<file path="src/rtl/sobel_window_ctrl.sv">
// sobel_window_ctrl: input-side controller for a 3x3 Sobel window built on a
// double line buffer. It accepts one frame of pixels, forwards each pixel to the
// line buffer one cycle later, and reports when the 3x3 window is valid at the
// buffer outputs. At frame end it flushes both line stores to zero.
module sobel_window_ctrl #(
  parameter int IMG_WIDTH  = 256,
  parameter int IMG_HEIGHT = 256
) (
  input  logic                          clk,
  input  logic                          rst,
  input  logic                          start_i,
  input  logic                          pix_valid_i,
  input  logic [7:0]                    pix_data_i,
  output logic                          pix_ready_o,
  output logic                          lb_we_o,
  output logic [7:0]                    lb_data_o,
  input  logic                          lb_done_i,
  output logic                          win_valid_o,
  output logic [$clog2(IMG_WIDTH)-1:0]  win_col_o,
  output logic [$clog2(IMG_HEIGHT)-1:0] win_row_o,
  output logic                          border_o,
  output logic                          busy_o,
  output logic                          frame_done_o,
  output logic                          err_o
);

  localparam int CW = $clog2(IMG_WIDTH);
  localparam int RW = $clog2(IMG_HEIGHT);
  localparam int FW = $clog2(2*IMG_WIDTH+1);

  localparam logic [CW-1:0] COL_LAST   = CW'(IMG_WIDTH-1);
  localparam logic [RW-1:0] ROW_LAST   = RW'(IMG_HEIGHT-1);
  localparam logic [FW-1:0] FLUSH_LAST = FW'(2*IMG_WIDTH-1);

  typedef enum logic [1:0] {
    IDLE  = 2'd0,
    RUN   = 2'd1,
    FLUSH = 2'd2,
    DONE  = 2'd3
  } state_t;

  state_t        state, state_nxt;
  logic [CW-1:0] col;
  logic [RW-1:0] row;
  logic [FW-1:0] flush_cnt;
  logic          xfer;
  logic          last_pix;
  // Marks that the write currently on lb_we_o came from a RUN pixel on row>=1,
  // i.e. one that depends on the line buffer already holding a line.
  logic          wr_needs_line;

  assign xfer     = pix_valid_i & pix_ready_o;
  assign last_pix = (col == COL_LAST) && (row == ROW_LAST);

  // State register
  always_ff @(posedge clk or posedge rst) begin
    if (rst) state <= IDLE;
    else     state <= state_nxt;
  end

  // Next-state logic
  always_comb begin
    state_nxt = state;
    case (state)
      IDLE:    if (start_i) state_nxt = RUN;
      RUN:     if (xfer && last_pix) state_nxt = FLUSH;
      FLUSH:   if (flush_cnt == FLUSH_LAST) state_nxt = DONE;
      DONE:    state_nxt = IDLE;
      default: state_nxt = IDLE;
    endcase
  end

  // State-decoded outputs
  always_comb begin
    pix_ready_o  = 1'b0;
    busy_o       = 1'b1;
    frame_done_o = 1'b0;
    case (state)
      IDLE:    busy_o       = 1'b0;
      RUN:     pix_ready_o  = 1'b1;
      DONE:    frame_done_o = 1'b1;
      default: ;
    endcase
  end

  // Input position counters: cleared on frame start, advance on transfer only
  always_ff @(posedge clk or posedge rst) begin
    if (rst) begin
      col <= '0;
      row <= '0;
    end else if (state == IDLE && start_i) begin
      col <= '0;
      row <= '0;
    end else if (xfer) begin
      if (col == COL_LAST) begin
        col <= '0;
        row <= (row == ROW_LAST) ? '0 : row + RW'(1);
      end else begin
        col <= col + CW'(1);
      end
    end
  end

  // Flush write counter, runs only while in FLUSH; tops out at 2*IMG_WIDTH-1
  always_ff @(posedge clk or posedge rst) begin
    if (rst)                  flush_cnt <= '0;
    else if (state == FLUSH)  flush_cnt <= (flush_cnt == FLUSH_LAST) ? '0 : flush_cnt + FW'(1);
    else                      flush_cnt <= '0;
  end

  // Line-buffer write port and window tag, one cycle behind the transfer.
  // Window position registers only move when a valid window is reported.
  always_ff @(posedge clk or posedge rst) begin
    if (rst) begin
      lb_we_o       <= 1'b0;
      lb_data_o     <= '0;
      win_valid_o   <= 1'b0;
      win_col_o     <= '0;
      win_row_o     <= '0;
      border_o      <= 1'b0;
      wr_needs_line <= 1'b0;
    end else if (xfer) begin
      lb_we_o       <= 1'b1;
      lb_data_o     <= pix_data_i;
      wr_needs_line <= (row != '0);
      win_valid_o   <= (row >= RW'(2));
      if (row >= RW'(2)) begin
        win_col_o <= col;
        win_row_o <= row - RW'(1);
        border_o  <= (col == '0) || (col == COL_LAST);
      end
    end else if (state == FLUSH) begin
      lb_we_o       <= 1'b1;
      lb_data_o     <= '0;
      win_valid_o   <= 1'b0;
      wr_needs_line <= 1'b0;
    end else begin
      lb_we_o       <= 1'b0;
      win_valid_o   <= 1'b0;
      wr_needs_line <= 1'b0;
    end
  end

  // Sticky error: a write that needs a stored line issued before the buffer has one
  always_ff @(posedge clk or posedge rst) begin
    if (rst)                                      err_o <= 1'b0;
    else if (lb_we_o && wr_needs_line && !lb_done_i) err_o <= 1'b1;
  end

endmodule

</file>
<file path="config.mk">
export PLATFORM = sky130hd
export DESIGN_NAME = sobel_window_ctrl
export DESIGN_NICKNAME = d
export VERILOG_FILES = /design/src/rtl/sobel_window_ctrl.sv
export SDC_FILE = /design/constraint.sdc
export NUM_CORES = 1
export LEC_CHECK = 0
export CAP_MARGIN = 10
export CORE_MARGIN = 2
export CORE_UTILIZATION = 50
export DETAILED_ROUTE_END_ITERATION = 12
export PLACE_DENSITY = 0.79
export SETUP_SLACK_MARGIN = 0.3
export SLEW_MARGIN = 20
export SYNTH_ARGS = -nofsm -noshare
export SYNTH_HDL_FRONTEND = slang
export SYNTH_SLANG_ARGS = --single-unit
</file>
<file path="constraint.sdc">
create_clock -name clk -period 3.1 [get_ports clk]
set_input_delay 0.465 -clock clk [delete_from_list [all_inputs] [get_ports clk]]
set_output_delay 0.465 -clock clk [all_outputs]
set_load 0.02 [all_outputs]
</file>
==> impl_metrics.ini, run 1 <==
[clocking]
clkSinkCount = 57
cts-hold-fix-buffers = 0
root_buffer = clkbuf_8
ctsResizeCount = 0
h-tree-depth = 3
clk_pin_slew_ps = 60
cts_tree = done
cts_buffers = 9
cts_max_path_buffers = 2
worst_skew_pair.late_latency_ps = 330
cts_setup_buffers = 0

[floorplan]
start_util = 0.512
ios = 44
die_w_um = 78.9
fp.dieH_um = 78.9
dieArea_um2 = 6220
coreArea_um2 = 5470
rows = 27

[synth]
synth_edf_count = 0
synth_top_family_by_area = simple AND/OR/NAND/NOR gates
synth_top_area_share = 0.509
netlist_instances = 276
ys_types = 42
synth_top_area_cell = dfrtp_1
yosys.area_share.simple = 0.224
ys.flop_type = dfrtp_1
synth_area_leaders = dfrtp_1 (51%), ha_1 (4.5%), nand2_1 (3.9%)
synth_compound_area_frac = 0.0861
post-synth-top-count-cell = dfrtp_1
synthArstFlopShare = 1.00
synth-seq-cells = 57
synth_seq_area_share = 0.509
syn_nets = 299
syn_area_um2 = 2800
syn_area_per_cell_um2 = 10.2
synth_adder_area_share = 0.0446
ys_warn_count = 0
synthMuxAreaShare = 0.0397
synth_xor_area_frac = 0.0562
ys_top_cells_by_count = dfrtp_1 (57), nand2_1 (29), nor2_1 (28), a21oi_1 (17), inv_1 (11)

[min_path]
hold_depth = 1
holdCritPathClass = reg -> reg
hold_start = err_o

[sta]
hold_viol_final = 0
max_clock_freq_ghz = 0.451
rsz0062_at_grt = false
relSlewSlack = 0.345
setup_viol = 0
fin_skew_ps = 3.88
tightest_slew_ps = 974
finalMaxSlewViolations = 0
min_period_ps = 2220
fin_crit_sh = 0.715
fin_tns_setup_ps = 0

[detailed_routing]
drc = 0
wl_mm = 5.50
wl_per_cell_um = 13.8
drt-initial-drc-count = 146
viasPerCell = 5.37
drt_pass1_iterations = 4
num_vias = 2133
final_antenna_net_count = 0

[critical_path]
critPathMaxFanout = 5
crit_type = reg -> out
end_kind = output pin
path_cells = inv_1 > ha_1 > inv_1 > clkdlybuf4s50_1
cp-start-kind = register
arrival_ps = 1750
setup.worst_path.start = state[0]
cp_slowest_stage_delay_ps = 600
required_ps = 2630
cp_slowest_cell = clkdlybuf4s50_1
crit_top_cell = inv_1
reg2reg_depth = 7
r2r_start = state[1]

[grt]
grt_pass1_wl_mm = 9.45
grt_overflow_total = 0
grt_pass1_vias = 2052
antenna_found_initial = 0
grt_start_max_net_pins = 58
grt_use_total = 0.195

[finish]
drive_gt1_frac = 0.108
fillers = 460
area_delta_synth_final_pct = 24.5
final_nets = 343
num_antenna_cells = 0
utilization = 0.638

[power_and_ir_drop]
power_density_nw_per_um2 = 497
ir_drop_v = 0.000360
p_leak_nw = 1.55

[placement]
dp_hpwl_mm = 3.78
io_buffers = 43
routabilityCongestion = 0.902

[status]
outcome = complete, no violations

[run]
cap_viol_max_count = 0
-- state kept, by name (all words and copies together) (netlist names), 2 cells and up --
register and flops:
lb_data_o 8, row 8, flush_cnt 10, col 8, win_col_o 8, win_row_o 8, state 2
-- cells in the final DEF (no fill, tap or decap), types with 3 or more instances in the layout --
cell             instances
a21oi_1                 17
a31oi_1                  3
a32o_1                   3
and2_1                   5
buf_4                    4
clkbuf_8                12
clkdlybuf4s50_1         43
dfrtp_1                 57
ha_1                    10
inv_1                   10
mux2_2                   9
nand2_1                 29
nand2b_1                 3
nand3_1                  7
nand3b_1                 8
nand4_1                  9
nor2_1                  28
nor3_1                   8
nor4_1                   4
o21ai_0                  5
o31ai_1                  3
or3_1                    3
xnor2_1                  8
xor2_1                  10
-- path summary, 6_finish.rpt --
path | end | slack, ps
max | busy_o | 880
min | err_o | 500
max reg2reg | col[7] | 920
min reg2reg | err_o | 500
max in group asynchronous | flush_cnt[2] | 1980
min in group asynchronous | win_row_o[1] | 660
-- stage by stage --
step | setup slack (ps) | instance area (µm²) | cells | power, mW | hold slack [ps]
4_1_cts | 879 | 3490 | 397 | 1.75 | 503
3_3_place_gp | 746 | 3280 | 381 | 1.03 | 460
2_1_floorplan | 1020 | 2800 | 276 | 0.977 | 475
5_1_grt | 749 | 3490 | 397 | 1.82 | 528
3_5_place_dp | 686 | 3280 | 381 | 1.04 | 486
6_report | 884 | 3490 | 397 | 1.73 | 496
-- layer usage --
layer  vias to the layer above  part of all wire  track usage
met5                         -                 0            0
met1                      1008              0.48        0.272
met3                        10             0.057       0.0466
met4                         0             0.017       0.0931
li1                       1054                 -            -
met2                        61              0.44        0.288
-- report_power, final --
group          internal [mW]  switching, mW  total, mW
Sequential             0.786         0.0718      0.858
Clock                  0.436          0.275      0.711
Combinational         0.0812         0.0838      0.165
Total                   1.30          0.430       1.73
-- critical path: cells and delay by family (launching register included) --
family     cells  cell delay, ps
flops          1             380
fa+ha+maj      1             250
buf+inv        3             790
-- kinds of logic (layout without fill, tap and decap cells) --
family,after synthesis,after routing
AO/OA/AOI/OAI,38,38
XOR/XNOR,18,18
adder cells (fa/ha/maj),10,10
buffers and inverters,25,74
flip-flops,57,57
multiplexers,10,10
AND/OR/NAND/NOR,118,118
-- layout make-up --
| class | instances | area [µm²] | share of cell area |
|---|---|---|---|
| timing repair buffer | 47 | 460 | 0.132 |
| multi-input combinational | 194 | 1260 | 0.362 |
| inverter | 11 | 41.3 | 0.0118 |
| tap | 72 | 90.1 | 0.0258 |
| sequential | 57 | 1430 | 0.409 |
| clock inverter | 2 | 35.0 | 0.0100 |
| clock buffer | 14 | 173 | 0.0495 |
No activity file was read; power rests on OpenSTA's default activity.
==> run 2, diff against run 1 <==
Settings changed: CORE_UTILIZATION 50 to 48.
Clock period 3.1 ns to 1.8 ns, I/O delays scaled along.
==> run 2 against run 1 <==
Compared with the run above: register-to-register slack lost 840 ps; clock skew grew 7.0 ps; sequential share of layout area shrank 6.8 points; largest cell class is now multi-input gates; highest routed layer unchanged.
==> impl_metrics.ini, run 2 (same netlist as run 1, synthesis figures left out) <==
[run]
cap_viol_max_count = 0

[grt]
grt_start_max_net_pins = 27
grt_pass1_wl_mm = 11.2
grt_pass1_vias = 2371
grt_overflow_total = 0
grt_use_total = 0.230
antenna_found_initial = 0

[sta]
fin_tns_setup_ps = 0
setup_viol = 0
max_clock_freq_ghz = 0.582
fin_hold_ws_ps = 291
fin_crit_sh = 0.954
tightest_slew_ps = 442
relSlewSlack = 0.705
hold_viol_final = 0
fin_skew_ps = 10.9
rsz0062_at_grt = true
min_period_ps = 1720
finalMaxSlewViolations = 0

[clocking]
cts_max_path_buffers = 2
cts_buffers = 9
clkSinkCount = 57
cts_tree = done
clk_pin_slew_ps = 70
h-tree-depth = 3
root_buffer = clkbuf_8
worst_skew_pair.late_latency_ps = 350

[power_and_ir_drop]
p_leak_nw = 2.00
power_density_nw_per_um2 = 720
ir_drop_v = 0.000588

[finish]
multiInputGateArea_um2 = 1540
num_antenna_cells = 0
drive_gt1_frac = 0.337
largest-register = flush_cnt
area_delta_synth_final_pct = 50.2
final_nets = 395
fillers = 393
regArea_um2 = 1430
mostFrequentLayoutCells = dfrtp_1 (51), buf_4 (40), dlygate4sd2_1 (29), nand2_1 (26), nor2_1 (26)
utilization = 0.755
layout_commonest_cell = dfrtp_1
largest_reg_flops = 10

[detailed_routing]
final_antenna_net_count = 0
wl_per_cell_um = 16.8
num_vias = 2482
drt_pass1_iterations = 4
drc = 0
viasPerCell = 5.53
drt-initial-drc-count = 201
wl_mm = 7.56

[critical_path]
critPathMaxFanout = 3
end_kind = register
required_ps = 2070
arrival_ps = 1990
path_cells = ha_4 > nand2_4 > or4_4 > or3_1 > a21oi_1
cp-start-kind = register
cp_slowest_stage_delay_ps = 480
crit_type = reg -> reg
cp_slowest_cell = or4_4

[placement]
io_buffers = 43
routabilityCongestion = 0.873
dp_hpwl_mm = 4.46

[floorplan]
fp.dieH_um = 80.4
rows = 27
start_util = 0.503
ios = 44
dieArea_um2 = 6470
coreArea_um2 = 5570
die_w_um = 80.4

[min_path]
holdCritPathClass = in -> async

[status]
outcome = complete, no violations
==> run 2: cell types whose count changed in the layout (fill, tap and decap cells not counted), moves of 7 or more <==
cell / delta
buf_6: +10
ha_1: -7
buf_4: +36
clkdlybuf4s50_1: -31
dlygate4sd2_1: +29
==> run 2: what timing repair did <==
item | CTS | global route
endpoints found under the setup margin | 64 | 38
hold buffers | 0 | 0
pin swaps | 3 | 24
buffers inserted | 6 | 14
cloned | 1 | 1
gates resized for setup | 58 | 50
==> run 2: power by group <==
| part | internal (mW) | switching [mW] |
|---|---|---|
| clock | 0.568 | 0.514 |
| sequential | 1.36 | 0.0640 |
| combinational | 0.242 | 0.289 |
| total | 2.17 | 0.867 |
==> run 2: worst paths after layout <==
check,from,endpoint,slack (ps),cells after the start
setup / recovery,state[0],row[6],80,5
hold / removal,rst,row[4],290,2
setup reg to reg,state[0],row[6],80,5
hold reg to reg,err_o,err_o,480,1
max in group asynchronous,rst,row[3],1040,3
min in group clk,pix_data_i[4],lb_data_o[4],450,3
==> run 2: metrics by stage <==
| stage | total power [mW] | area (µm²) | cells | setup WS [ps] |
|---|---|---|---|---|
| floorplan | 1.70 | 2860 | 276 | 14.2 |
| global placement | 1.89 | 3580 | 411 | -86.1 |
| detailed placement | 1.91 | 3580 | 411 | -122 |
| CTS | 2.98 | 3840 | 434 | 142 |
| global route | 3.18 | 4210 | 449 | 40.9 |
| finish | 3.03 | 4210 | 449 | 82.6 |
==> run 2: area by class of cell <==
cell class                      count  share of cell area
Sequential cell                    57               0.341
Timing Repair Buffer               99               0.219
Clock inverter                      3             0.00357
Inverter                           11              0.0119
Multi-Input combinational cell    194               0.366
Clock buffer                       13              0.0377
Tap cell                           72              0.0214
==> run 2: routing by layer <==
metal	global-route usage	routed length, µm
met5	0	0
met4	0.0814	179
met3	0.0787	469
met2	0.375	3850
met1	0.285	3060
==> run 2: worst max-delay path: cells and delay by family (launching register included) <==
kind	cells	cell delay [ps]
and+or+nand+nor	3	880
AOI/OAI and AO/OA	1	130
adders and majority gates	1	190
DFF	1	450
==> run 3, diff against run 2 <==
Settings changed: CORE_UTILIZATION 48 to 50, DONT_BUFFER_PORTS set to 1, PLACE_DENSITY 0.79 to 0.72.
==> run 3 against run 2 <==
Compared with the run above: cell area is 12% lower; clock skew down 3.2 ps; count of clock-buffer cells in the layout did not move; die area is 3.8% lower; power is 4.9% lower; critical path type unchanged; critical endpoint unchanged.
==> impl_metrics.ini, run 3 (same netlist as run 1, synthesis figures left out) <==
[status]
outcome = complete, no violations

[grt]
use_met3 = 0.0648
use_met1 = 0.265
grt_start_max_net_pins = 36
grt_overflow_total = 0
antenna_found_initial = 0
grt_pass1_vias = 2114
grt_use_total = 0.210
grt_pass1_wl_mm = 9.88
busiest_layer = met2
use_met2 = 0.322

[detailed_routing]
final_antenna_net_count = 0
viasPerCell = 5.46
wl_per_cell_um = 15.6
drt_pass1_iterations = 4
drc = 0
drt-initial-drc-count = 139
num_vias = 2200
wl_mm = 6.28

[power_and_ir_drop]
power_density_nw_per_um2 = 776
p_leak_nw = 1.69
p_total_mw = 2.89
ir_drop_v = 0.000532

[finish]
drive_gt1_frac = 0.381
largest-register = flush_cnt
final_nets = 349
area_delta_synth_final_pct = 32.7
mostFrequentLayoutCells = dfrtp_1 (48), buf_4 (36), nand2_1 (27), nor2_1 (22)
num_antenna_cells = 0
largest_reg_flops = 10
layout_commonest_cell = dfrtp_1

[sta]
max_clock_freq_ghz = 0.581
finalMaxSlewViolations = 0
relSlewSlack = 0.648
fin_skew_ps = 7.73
rsz0062_at_grt = true
setup_viol = 0
fin_tns_setup_ps = 0
fin_crit_sh = 0.956
hold_viol_final = 0
min_period_ps = 1720
tightest_slew_ps = 526

[clocking]
clkSinkCount = 57
h-tree-depth = 3
root_buffer = clkbuf_8
worst_skew_pair.late_latency_ps = 330
cts_buffers = 9
cts_tree = done
clk_pin_slew_ps = 60
cts_max_path_buffers = 2

[placement]
io_buffers = 0
routabilityCongestion = 0.835
dp_hpwl_mm = 4.00

[critical_path]
required_ps = 2060
path_cells = ha_2 > inv_2 > or4_4 > or3_1 > a21oi_1
crit_type = reg -> reg
arrival_ps = 1980
critPathMaxFanout = 4
end_kind = register
cp_slowest_stage_delay_ps = 530
reg2reg_slack_ps = 80
cp_slowest_cell = or4_4
reg2reg_depth = 5
cp-start-kind = register

[floorplan]
fp.dieH_um = 78.9
die_w_um = 78.9
rows = 27
coreArea_um2 = 5470
start_util = 0.512
dieArea_um2 = 6220
ios = 44

[min_path]
hold_depth = 1
holdCritPathClass = in -> reg

[run]
cap_viol_max_count = 0
## run 3: area by class of cell
class                           instances  area, µm²
Fill cell                             434       1750
Multi-Input combinational cell        194       1490
Sequential cell                        57       1440
Timing Repair Buffer                   53        482
Clock buffer                           13        159
Tap cell                               72       90.1
Inverter                               11       45.0
Clock inverter                          3       15.0
## run 3: metrics by stage
stage	area (µm²)	util	setup WS, ps	instances	hold slack [ps]
after floorplan	2860	-	14.2	276	357
after global placement	3140	0.573	51.3	366	207
after detailed placement	3140	0.573	29.6	366	210
after CTS	3500	0.640	130	394	18.7
after global routing	3720	0.680	4.54	403	22.3
final	3720	0.680	79.0	403	30.1
## run 3: layer usage
layer | wire, µm | part of all wire | up-vias
li1 | - | - | 1064
met1 | 2580 | 0.41 | 1051
met2 | 3130 | 0.50 | 66
met3 | 396 | 0.063 | 19
met4 | 166 | 0.026 | 0
met5 | 0 | 0 | -
## run 3: timing repair
| action | in CTS | in global routing |
|---|---|---|
| hold buffers | 1 | 0 |
| pin swaps | 10 | 16 |
| hold endpoints to repair | 22 | 0 |
| gates resized for setup | 23 | 43 |
| endpoints found under the setup margin | 34 | 44 |
| setup buffers | 11 | 9 |
## run 3: critical path: cells and delay by family (launching register included)
kind	cells	cell delay (ps)
simple gates	2	850
fa+ha+maj	1	210
flops	1	400
buf+inv	1	50
compound gates	1	130
## run 3: worst paths after layout
path,to,startpoint
worst max-delay path,row[6],row[0]
worst min-delay path,err_o,lb_done_i
worst max register to register,row[6],row[0]
worst min register to register,flush_cnt[0],flush_cnt[0]
max in group asynchronous,state[0],rst
min in group asynchronous,win_row_o[3],rst
## run 3: where the power goes
group          leakage [nW]  switching (mW)  internal, mW  total, mW
Combinational         0.846           0.216         0.180      0.396
Clock                0.0932           0.475         0.568       1.04
Sequential            0.750          0.0914          1.36       1.45
